**config.mk**
```make
export PLATFORM = sky130hd
export DESIGN_NAME = rf_write_arbiter
export DESIGN_NICKNAME = d
export VERILOG_FILES = /design/src/rtl/rf_pkg.sv /design/src/rtl/rr_arb2.sv /design/src/rtl/rf_write_arbiter.sv
export SDC_FILE = /design/constraint.sdc
export NUM_CORES = 1
export LEC_CHECK = 0
export CELL_PAD_IN_SITES_DETAIL_PLACEMENT = 0
export CELL_PAD_IN_SITES_GLOBAL_PLACEMENT = 1
export CORE_MARGIN = 4
export CORE_UTILIZATION = 42
export CTS_CLUSTER_DIAMETER = 40
export CTS_CLUSTER_SIZE = 24
export DETAILED_ROUTE_END_ITERATION = 7
export DONT_BUFFER_PORTS = 1
export PLACE_DENSITY = 0.76
export SLEW_MARGIN = 20
export SYNTH_ARGS = -nofsm -noshare
export SYNTH_HDL_FRONTEND = slang
export SYNTH_SLANG_ARGS = --single-unit
```
**constraint.sdc**
```tcl
create_clock -name clk -period 1.7 [get_ports clk]
set_input_delay 0.085 -clock clk [delete_from_list [all_inputs] [get_ports clk]]
set_output_delay 0.085 -clock clk [all_outputs]
set_load 0.01 [all_outputs]
```
**src/rtl/rf_pkg.sv**
```systemverilog
// Shared register-file definitions: widths, register count and write-request bundle.
package rf_pkg;

    localparam int REG_ADDR_W = 5;
    localparam int REG_DATA_W = 32;
    localparam int NUM_REGS   = 32;

    typedef logic [REG_ADDR_W-1:0] reg_addr_t;

    typedef struct packed {
        logic                  valid;
        reg_addr_t             addr;
        logic [REG_DATA_W-1:0] data;
    } wr_req_t;

endpackage

```
**src/rtl/rr_arb2.sv**
```systemverilog
// Two-way round-robin arbiter. Owns the "last granted" pointer; the pointer
// only moves when the caller reports that the grant was actually used.
module rr_arb2 (
    input  logic       clk,
    input  logic       rst_n,
    input  logic [1:0] req,
    input  logic       advance,
    output logic [1:0] gnt
);

    logic last_r;

    // Grant selection: a lone requester always wins, a tie goes to the one not served last.
    always_comb begin
        gnt = 2'b00;
        case (req)
            2'b01:   gnt = 2'b01;
            2'b10:   gnt = 2'b10;
            2'b11:   gnt = last_r ? 2'b01 : 2'b10;
            default: gnt = 2'b00;
        endcase
    end

    // Priority pointer: starts at 1 so requester 0 wins the first contention.
    always_ff @(posedge clk or negedge rst_n) begin
        if (!rst_n) begin
            last_r <= 1'b1;
        end else if (advance) begin
            last_r <= gnt[1];
        end else begin
            last_r <= last_r;
        end
    end

endmodule

```
**src/rtl/rf_write_arbiter.sv**
```systemverilog
// Shares the register-file write port between the ALU and load/multi-cycle
// writeback paths, registers the winning write onto the port, and tracks
// which destination registers still have a write outstanding.
module rf_write_arbiter
    import rf_pkg::*;
#(
    parameter int DATA_W = REG_DATA_W,
    parameter int ADDR_W = REG_ADDR_W
) (
    input  logic                   clk,
    input  logic                   rst_n,
    input  logic                   req0_valid,
    input  logic [ADDR_W-1:0]      req0_addr,
    input  logic [DATA_W-1:0]      req0_data,
    output logic                   req0_ready,
    input  logic                   req1_valid,
    input  logic [ADDR_W-1:0]      req1_addr,
    input  logic [DATA_W-1:0]      req1_data,
    output logic                   req1_ready,
    input  logic                   set_valid,
    input  logic [ADDR_W-1:0]      set_addr,
    output logic                   we3,
    output logic [ADDR_W-1:0]      a3,
    output logic [DATA_W-1:0]      wd3,
    output logic [(2**ADDR_W)-1:0] pending
);

    localparam int NUM_R = 2**ADDR_W;

    logic [1:0]        gnt_s;
    logic [1:0]        ready_s;
    logic              xfer_s;
    logic [ADDR_W-1:0] sel_addr_s;
    logic [DATA_W-1:0] sel_data_s;
    logic [NUM_R-1:0]  clr_mask_s;
    logic [NUM_R-1:0]  set_mask_s;
    logic [NUM_R-1:0]  pending_next_s;

    rr_arb2 u_arb (
        .clk     (clk),
        .rst_n   (rst_n),
        .req     ({req1_valid, req0_valid}),
        .advance (xfer_s),
        .gnt     (gnt_s)
    );

    // Handshake: readies follow the grant but are held low while reset is asserted.
    always_comb begin
        ready_s    = gnt_s & {2{rst_n}};
        xfer_s     = |ready_s;
        req0_ready = ready_s[0];
        req1_ready = ready_s[1];
    end

    // Select the address/data of whichever requester is being accepted.
    always_comb begin
        sel_addr_s = req0_addr;
        sel_data_s = req0_data;
        if (ready_s[1]) begin
            sel_addr_s = req1_addr;
            sel_data_s = req1_data;
        end else begin
            sel_addr_s = req0_addr;
            sel_data_s = req0_data;
        end
    end

    // Write stage: one-cycle registered copy of the accepted write; register 0 never enables.
    always_ff @(posedge clk or negedge rst_n) begin
        if (!rst_n) begin
            we3 <= 1'b0;
            a3  <= {ADDR_W{1'b0}};
            wd3 <= {DATA_W{1'b0}};
        end else if (xfer_s) begin
            we3 <= (sel_addr_s != {ADDR_W{1'b0}});
            a3  <= sel_addr_s;
            wd3 <= sel_data_s;
        end else begin
            we3 <= 1'b0;
            a3  <= a3;
            wd3 <= wd3;
        end
    end

    // Scoreboard next state: clear on accepted write, then set on issue so a new producer wins.
    always_comb begin
        clr_mask_s     = xfer_s ? ({{(NUM_R-1){1'b0}}, 1'b1} << sel_addr_s) : {NUM_R{1'b0}};
        set_mask_s     = set_valid ? ({{(NUM_R-1){1'b0}}, 1'b1} << set_addr) : {NUM_R{1'b0}};
        pending_next_s = ((pending & ~clr_mask_s) | set_mask_s) & ~{{(NUM_R-1){1'b0}}, 1'b1};
    end

    // Scoreboard register.
    always_ff @(posedge clk or negedge rst_n) begin
        if (!rst_n) begin
            pending <= {NUM_R{1'b0}};
        end else begin
            pending <= pending_next_s;
        end
    end

endmodule
```
* Word level (Yosys, flattened, before mapping) *
Cells that the tools add are included.

storage, ports and cells
  flip-flop bits (word level) = 70
  latch bits = 0
  memory bits (writable) = 0
  bits in read-only memories = 0
  input port bits = 84
  output and inout port bits = 72
  word-level logic and storage cells = 23
  memories kept = 0

operators by class
  add/sub/neg operators = 0
  $mul = 0
  divide/modulo/power cells = 0
  magnitude comparators = 0
  equality and inequality tests = 3
  shifts and indexed selects = 2
  muxes and demuxes = 7
  bitwise operators = 4
  reductions and logical operators = 2

operators by type and width
  operator                                                             number
  32-bit two-way mux                                                   3
  1-bit by 5-bit left shift with 32-bit output (first input constant)  2
  32-bit bitwise AND                                                   1
  32-bit NOT                                                           1
  32-bit OR                                                            1
  2-bit case mux with 3 select lines                                   1
  5-bit two-way mux                                                    1
  5-bit nonzero test                                                   1
  2-bit == test (second input constant)                                2
  2-bit bitwise AND                                                    1
  2-bit by 1-bit == test with 1-bit output (second input constant)     1
  2-bit two-way mux                                                    1
  2-bit OR reduction                                                   1
  1-bit two-way mux                                                    1

* Logic depth before layout (Yosys ltp) *
  word-level depth = 9
  depth in mapped cells = 6

* Modules after synthesis *
Synthesis repeated with hierarchy kept, for this count alone.

unflattened totals
  cell total of the unflattened synthesis = 363
  area total of the unflattened synthesis = 3,499.6 um2

by module, submodules not included
  module            instances  cells each  area each (um2)  sequential area each (um2)
  rf_write_arbiter  1          358         3,435.8          1,726.7
  rr_arb2           1          5           63.8             26.3

* Worst setup path before layout *
Ideal clock, no wire load.

  path kind = register to register
  start = reg u_arb.last_r
  end = reg pending[31]
  library setup time = 0.138 ns
  arrival time = 1.453 ns
  required time = 1.562 ns
  path slack = 0.109 ns
  cell stages (with the launch flop) = 5
  buffers on the path = 0
  cells stage by stage = dfstp_2 a21boi_4 a21boi_1 o2bb2a_1 o221ai_1

on the way
  cells in the longest elaborated chain, start to end = 9
  elaborated cells between the ends (all ways) = 10
  classes of those cells = 1 x shift; 4 x mux; 4 x bitwise; 1 x reduce/logical

RTL lines
  element                                       line                    RTL
  from (decl)                                   rr_arb2.sv:11           logic last_r;
  from (signal assigned)                        rr_arb2.sv:29           last_r <= gnt[1];
  from (signal assigned)                        rr_arb2.sv:31           last_r <= last_r;
  2-bit two-way mux (*)                         rr_arb2.sv:19           2'b11: gnt = last_r ? 2'b01 : 2'b10;
  2-bit case mux with 3 select lines (*)        rr_arb2.sv:16           case (req)
  2-bit bitwise AND (*)                         rf_write_arbiter.sv:49  ready_s = gnt_s & {2{rst_n}};
  5-bit two-way mux                             rf_write_arbiter.sv:59  if (ready_s[1]) begin
  1-bit by 5-bit left shift with 32-bit output  rf_write_arbiter.sv:87  clr_mask_s = xfer_s ? ({{(NUM_R-1){1'b0}}, 1'b1} << sel_addr_s) : {NUM_R{1'b0}};
  32-bit two-way mux (*)                        rf_write_arbiter.sv:87
  32-bit NOT (*)                                rf_write_arbiter.sv:89  pending_next_s = ((pending & ~clr_mask_s) | set_mask_s) & ~{{(NUM_R-1){1'b0}}, 1'b1};
  32-bit bitwise AND (*)                        rf_write_arbiter.sv:89
  32-bit OR (*)                                 rf_write_arbiter.sv:89
  via pending_next_s[31]                        rf_write_arbiter.sv:37  logic [NUM_R-1:0] pending_next_s;
  to (signal assigned)                          rf_write_arbiter.sv:95  pending <= {NUM_R{1'b0}};
  to (signal assigned)                          rf_write_arbiter.sv:97  pending <= pending_next_s;
  to (decl)                                     rf_write_arbiter.sv:25  output logic [(2**ADDR_W)-1:0] pending

Mark *: on every way through the listed nets, which the timed path passes. The rest lies on a longest branch.
A chain may end at the register's enable or synchronous reset.

* Final worst setup path *
  start = reg u_arb.last_r
  end = reg pending[22]

Same word-level chain as after synthesis.

==> run_summary.xml <==
<?xml version="1.0" encoding="UTF-8"?>
<metrics>
  <group name="status">
    <metric name="status" unit="">complete, but fails checks</metric>
    <metric name="violations" unit="">design-rule violations, negative hold slack</metric>
  </group>
  <group name="timing">
    <metric name="remaining_max_slew_budget_at_the_tightest_pin" unit="%">52.4</metric>
    <metric name="setup_violations" unit="">0</metric>
    <metric name="timing.final.hold_violations" unit="">70</metric>
    <metric name="rsz_0062_raised_after_global_routing" unit="">yes</metric>
    <metric name="fin_skew" unit="ns">0.00618</metric>
    <metric name="timing.fmax" unit="MHz">596</metric>
    <metric name="min_period_over_period" unit="%">98.6</metric>
    <metric name="worst_hold_slack" unit="ns">-0.571</metric>
    <metric name="finalWorstSetupSlack" unit="ns">0.0230</metric>
    <metric name="drv_slew" unit="">0</metric>
    <metric name="slew_worst_pin" unit="ns">0.707</metric>
    <metric name="final_period_minus_worst_setup_slack" unit="ns">1.68</metric>
  </group>
  <group name="floorplan">
    <metric name="die-area" unit="µm²">9980</metric>
    <metric name="placementRows" unit="">33</metric>
    <metric name="initial_core_util" unit="%">43.2</metric>
    <metric name="die_height" unit="µm">99.9</metric>
    <metric name="fp.coreArea" unit="µm²">8220</metric>
    <metric name="ioPinCount" unit="">156</metric>
    <metric name="floorplan.die.width" unit="µm">99.9</metric>
  </group>
  <group name="clock_tree">
    <metric name="tritoncts.num_buffers" unit="">9</metric>
    <metric name="cts.reportedPaths.clkPinSlew" unit="ns">0.07</metric>
    <metric name="numClockSinks" unit="">70</metric>
    <metric name="cts-root-buf" unit="">clkbuf_8</metric>
    <metric name="cts_tree" unit="">yes</metric>
    <metric name="clock_latency" unit="ns">0.34</metric>
    <metric name="max-clock-path-buffers" unit="">2</metric>
    <metric name="cts.htree.levels" unit="">3</metric>
  </group>
  <group name="setup_path">
    <metric name="max_stage_delay" unit="ns">0.44</metric>
    <metric name="critPathSlowestCell" unit="">or4_4</metric>
    <metric name="cp.arrival" unit="ns">1.88</metric>
    <metric name="worst_setup_path_end_kind" unit="">flop</metric>
    <metric name="timing.critical_path.required" unit="ns">1.90</metric>
    <metric name="critical_path.startpoint_type" unit="">flop</metric>
    <metric name="r2r_slack" unit="ns">0.02</metric>
    <metric name="path_class" unit="">reg -&gt; reg</metric>
    <metric name="cell_chain_of_the_critical_path" unit="">a21bo_4 &gt; or4_4 &gt; a22oi_2 &gt; o221ai_2</metric>
    <metric name="timing.critical_path.fanout_max" unit="">8</metric>
  </group>
  <group name="run">
    <metric name="max_capacitance_violation_count" unit="">0</metric>
  </group>
  <group name="layout">
    <metric name="final_nets" unit="">514</metric>
    <metric name="synthToLayoutAreaGrowth" unit="%">33.6</metric>
    <metric name="drive_above_1_share" unit="%">11.7</metric>
    <metric name="antenna_cells" unit="">0</metric>
  </group>
  <group name="synth">
    <metric name="syn-cell-area" unit="µm²">3550</metric>
    <metric name="synth.top_cells.by_count" unit="">dfrtp_1, inv_1, a222oi_1</metric>
    <metric name="seq_area_frac_synth" unit="%">49.4</metric>
    <metric name="mean_cell_area_of_the_mapped_netlist" unit="µm²">10.1</metric>
    <metric name="post-synth-top-area-fraction" unit="%">48.7</metric>
    <metric name="synth_top_cell_by_area" unit="">dfrtp_1</metric>
    <metric name="syn_nets" unit="">435</metric>
    <metric name="netlist_instances" unit="">351</metric>
    <metric name="yosys-top-cells-area" unit="">dfrtp_1, a222oi_1, inv_1</metric>
    <metric name="synthFlopType" unit="">dfrtp_1</metric>
    <metric name="post-synth-top-count-cell" unit="">dfrtp_1</metric>
    <metric name="synth_async_sr_flop_share" unit="%">100</metric>
    <metric name="yosys_warnings" unit="">0</metric>
    <metric name="synth_edf_count" unit="">0</metric>
    <metric name="number_of_distinct_standard_cells_referenced_by_the_synthesized_netlist" unit="">44</metric>
    <metric name="yosys_register_bits" unit="">70</metric>
  </group>
  <group name="pwr">
    <metric name="power_density" unit="nW/µm²">852</metric>
    <metric name="vdd_drop_max" unit="mV">0.485</metric>
    <metric name="static-leakage-power" unit="nW">2.20</metric>
  </group>
  <group name="place">
    <metric name="gp_routability_congestion" unit="">0.844</metric>
    <metric name="detailedPlace.worstSlack" unit="ns">-0.0806</metric>
    <metric name="post_detail_place_hpwl" unit="µm">7510</metric>
    <metric name="placement.io_buffers" unit="">0</metric>
  </group>
  <group name="grt">
    <metric name="number_of_antenna_violations_at_the_first_check_in_global_routing" unit="">0</metric>
    <metric name="grt_pass1_vias" unit="">3343</metric>
    <metric name="track_usage" unit="%">23.1</metric>
    <metric name="grt_pass1_wl" unit="µm">17800</metric>
    <metric name="sum_of_overflow_across_all_layers_after_global_routing" unit="">0</metric>
    <metric name="grt_start_max_net_pins" unit="">87</metric>
  </group>
  <group name="detailed_routing">
    <metric name="detail-route-antenna-nets" unit="">0</metric>
    <metric name="drc" unit="">3</metric>
    <metric name="avgRoutedWirePerCell" unit="µm">22.0</metric>
    <metric name="first_iter_violations" unit="">339</metric>
    <metric name="num_vias" unit="">3305</metric>
    <metric name="vias_per_cell" unit="">6.12</metric>
    <metric name="drtPass1Iterations" unit="">8</metric>
    <metric name="wl" unit="µm">11900</metric>
  </group>
  <group name="worst_hold_path">
    <metric name="holdCritPathClass" unit="">in -&gt; async</metric>
  </group>
</metrics>
==> what timing repair did <==
item	CTS	global route
endpoints found under the hold margin	110	71
pin swaps	3	11
resized for setup	3	9
gates cloned	0	1
endpoints found under the setup margin	12	37
setup buffers	1	1
hold buffers	78	2
==> state kept, by name, summed over array words and instances, names as in the netlist <==
name,count
a3,5
pending,31
wd3,32
u_arb.last_r,1
we3,1
==> worst max-delay path, delay by kind of cell, from the launching register on <==
kind | cells | cell delay (ns)
and+or+nand+nor | 1 | 0.44
AOI/OAI and AO/OA | 3 | 0.67
DFF | 1 | 0.42
==> layout by cell type, fill, tap and decap left out, types with 5 or more instances in the layout <==
master	n
o211ai_1	10
a31oi_1	9
a32oi_1	7
o21ai_1	5
nand3_1	16
nand4b_1	6
nor2b_1	5
nor4_1	5
dlygate4sd3_1	80
buf_4	7
o221ai_1	7
inv_1	65
nand2_1	11
o21ai_0	19
clkbuf_8	10
a222oi_1	32
nand2b_1	5
o221ai_2	7
nor2_1	7
dfrtp_1	69
==> power breakdown <==
part	switching (mW)	internal [mW]
combinational	0.309	0.343
sequential	0.219	1.83
clock	0.618	0.721
==> final timing paths <==
kind | endpoint | startpoint | cells after the start
worst max-delay path | pending[22] | u_arb.last_r | 4
worst min-delay path | pending[7] | rst_n | 0
worst max register to register | pending[22] | u_arb.last_r | 4
worst min register to register | a3[3] | a3[3] | 2
max in group asynchronous | u_arb.last_r | rst_n | 0
min in group clk | pending[3] | set_addr[3] | 3
==> routing by layer <==
layer | vias to the layer above | wire length, µm | GRT usage (%)
met3 | 25 | 1250 | 8.48
met1 | 1597 | 4480 | 26.5
met2 | 197 | 5860 | 38.5
met4 | 0 | 303 | 10.1
met5 | - | 0 | 0
li1 | 1486 | - | -
==> kinds of logic after synthesis <==
logic type	count (synthesis)	synth area share (%)
compound gates	112	27.0
buf+inv	89	10.0
mux	3	0.847
other cells	1	0.106
simple gates	76	12.6
flops	70	49.4
==> stage by stage <==
step	total power, mW	util (%)	cell area [µm²]	setup TNS, ns	cells
final	4.04	57.7	4740	0	540
after global routing	4.21	57.7	4740	-0.154	540
after global placement	2.51	44.6	3670	-0.0378	441
after CTS	4.01	56.7	4660	0	536
after detailed placement	2.52	44.6	3670	-0.291	441
after floorplan	2.41	-	3550	0	351
==> final cells by class <==
type,instances,area [µm²]
clock buffers,13,149
clock inverters,3,43.8
fillers,674,3480
inverters,66,248
multi-input cells,193,1510
flip-flops and latches,70,1750
well taps,105,131
repair buffers,90,905
No activity file was read; power rests on OpenSTA's default activity.
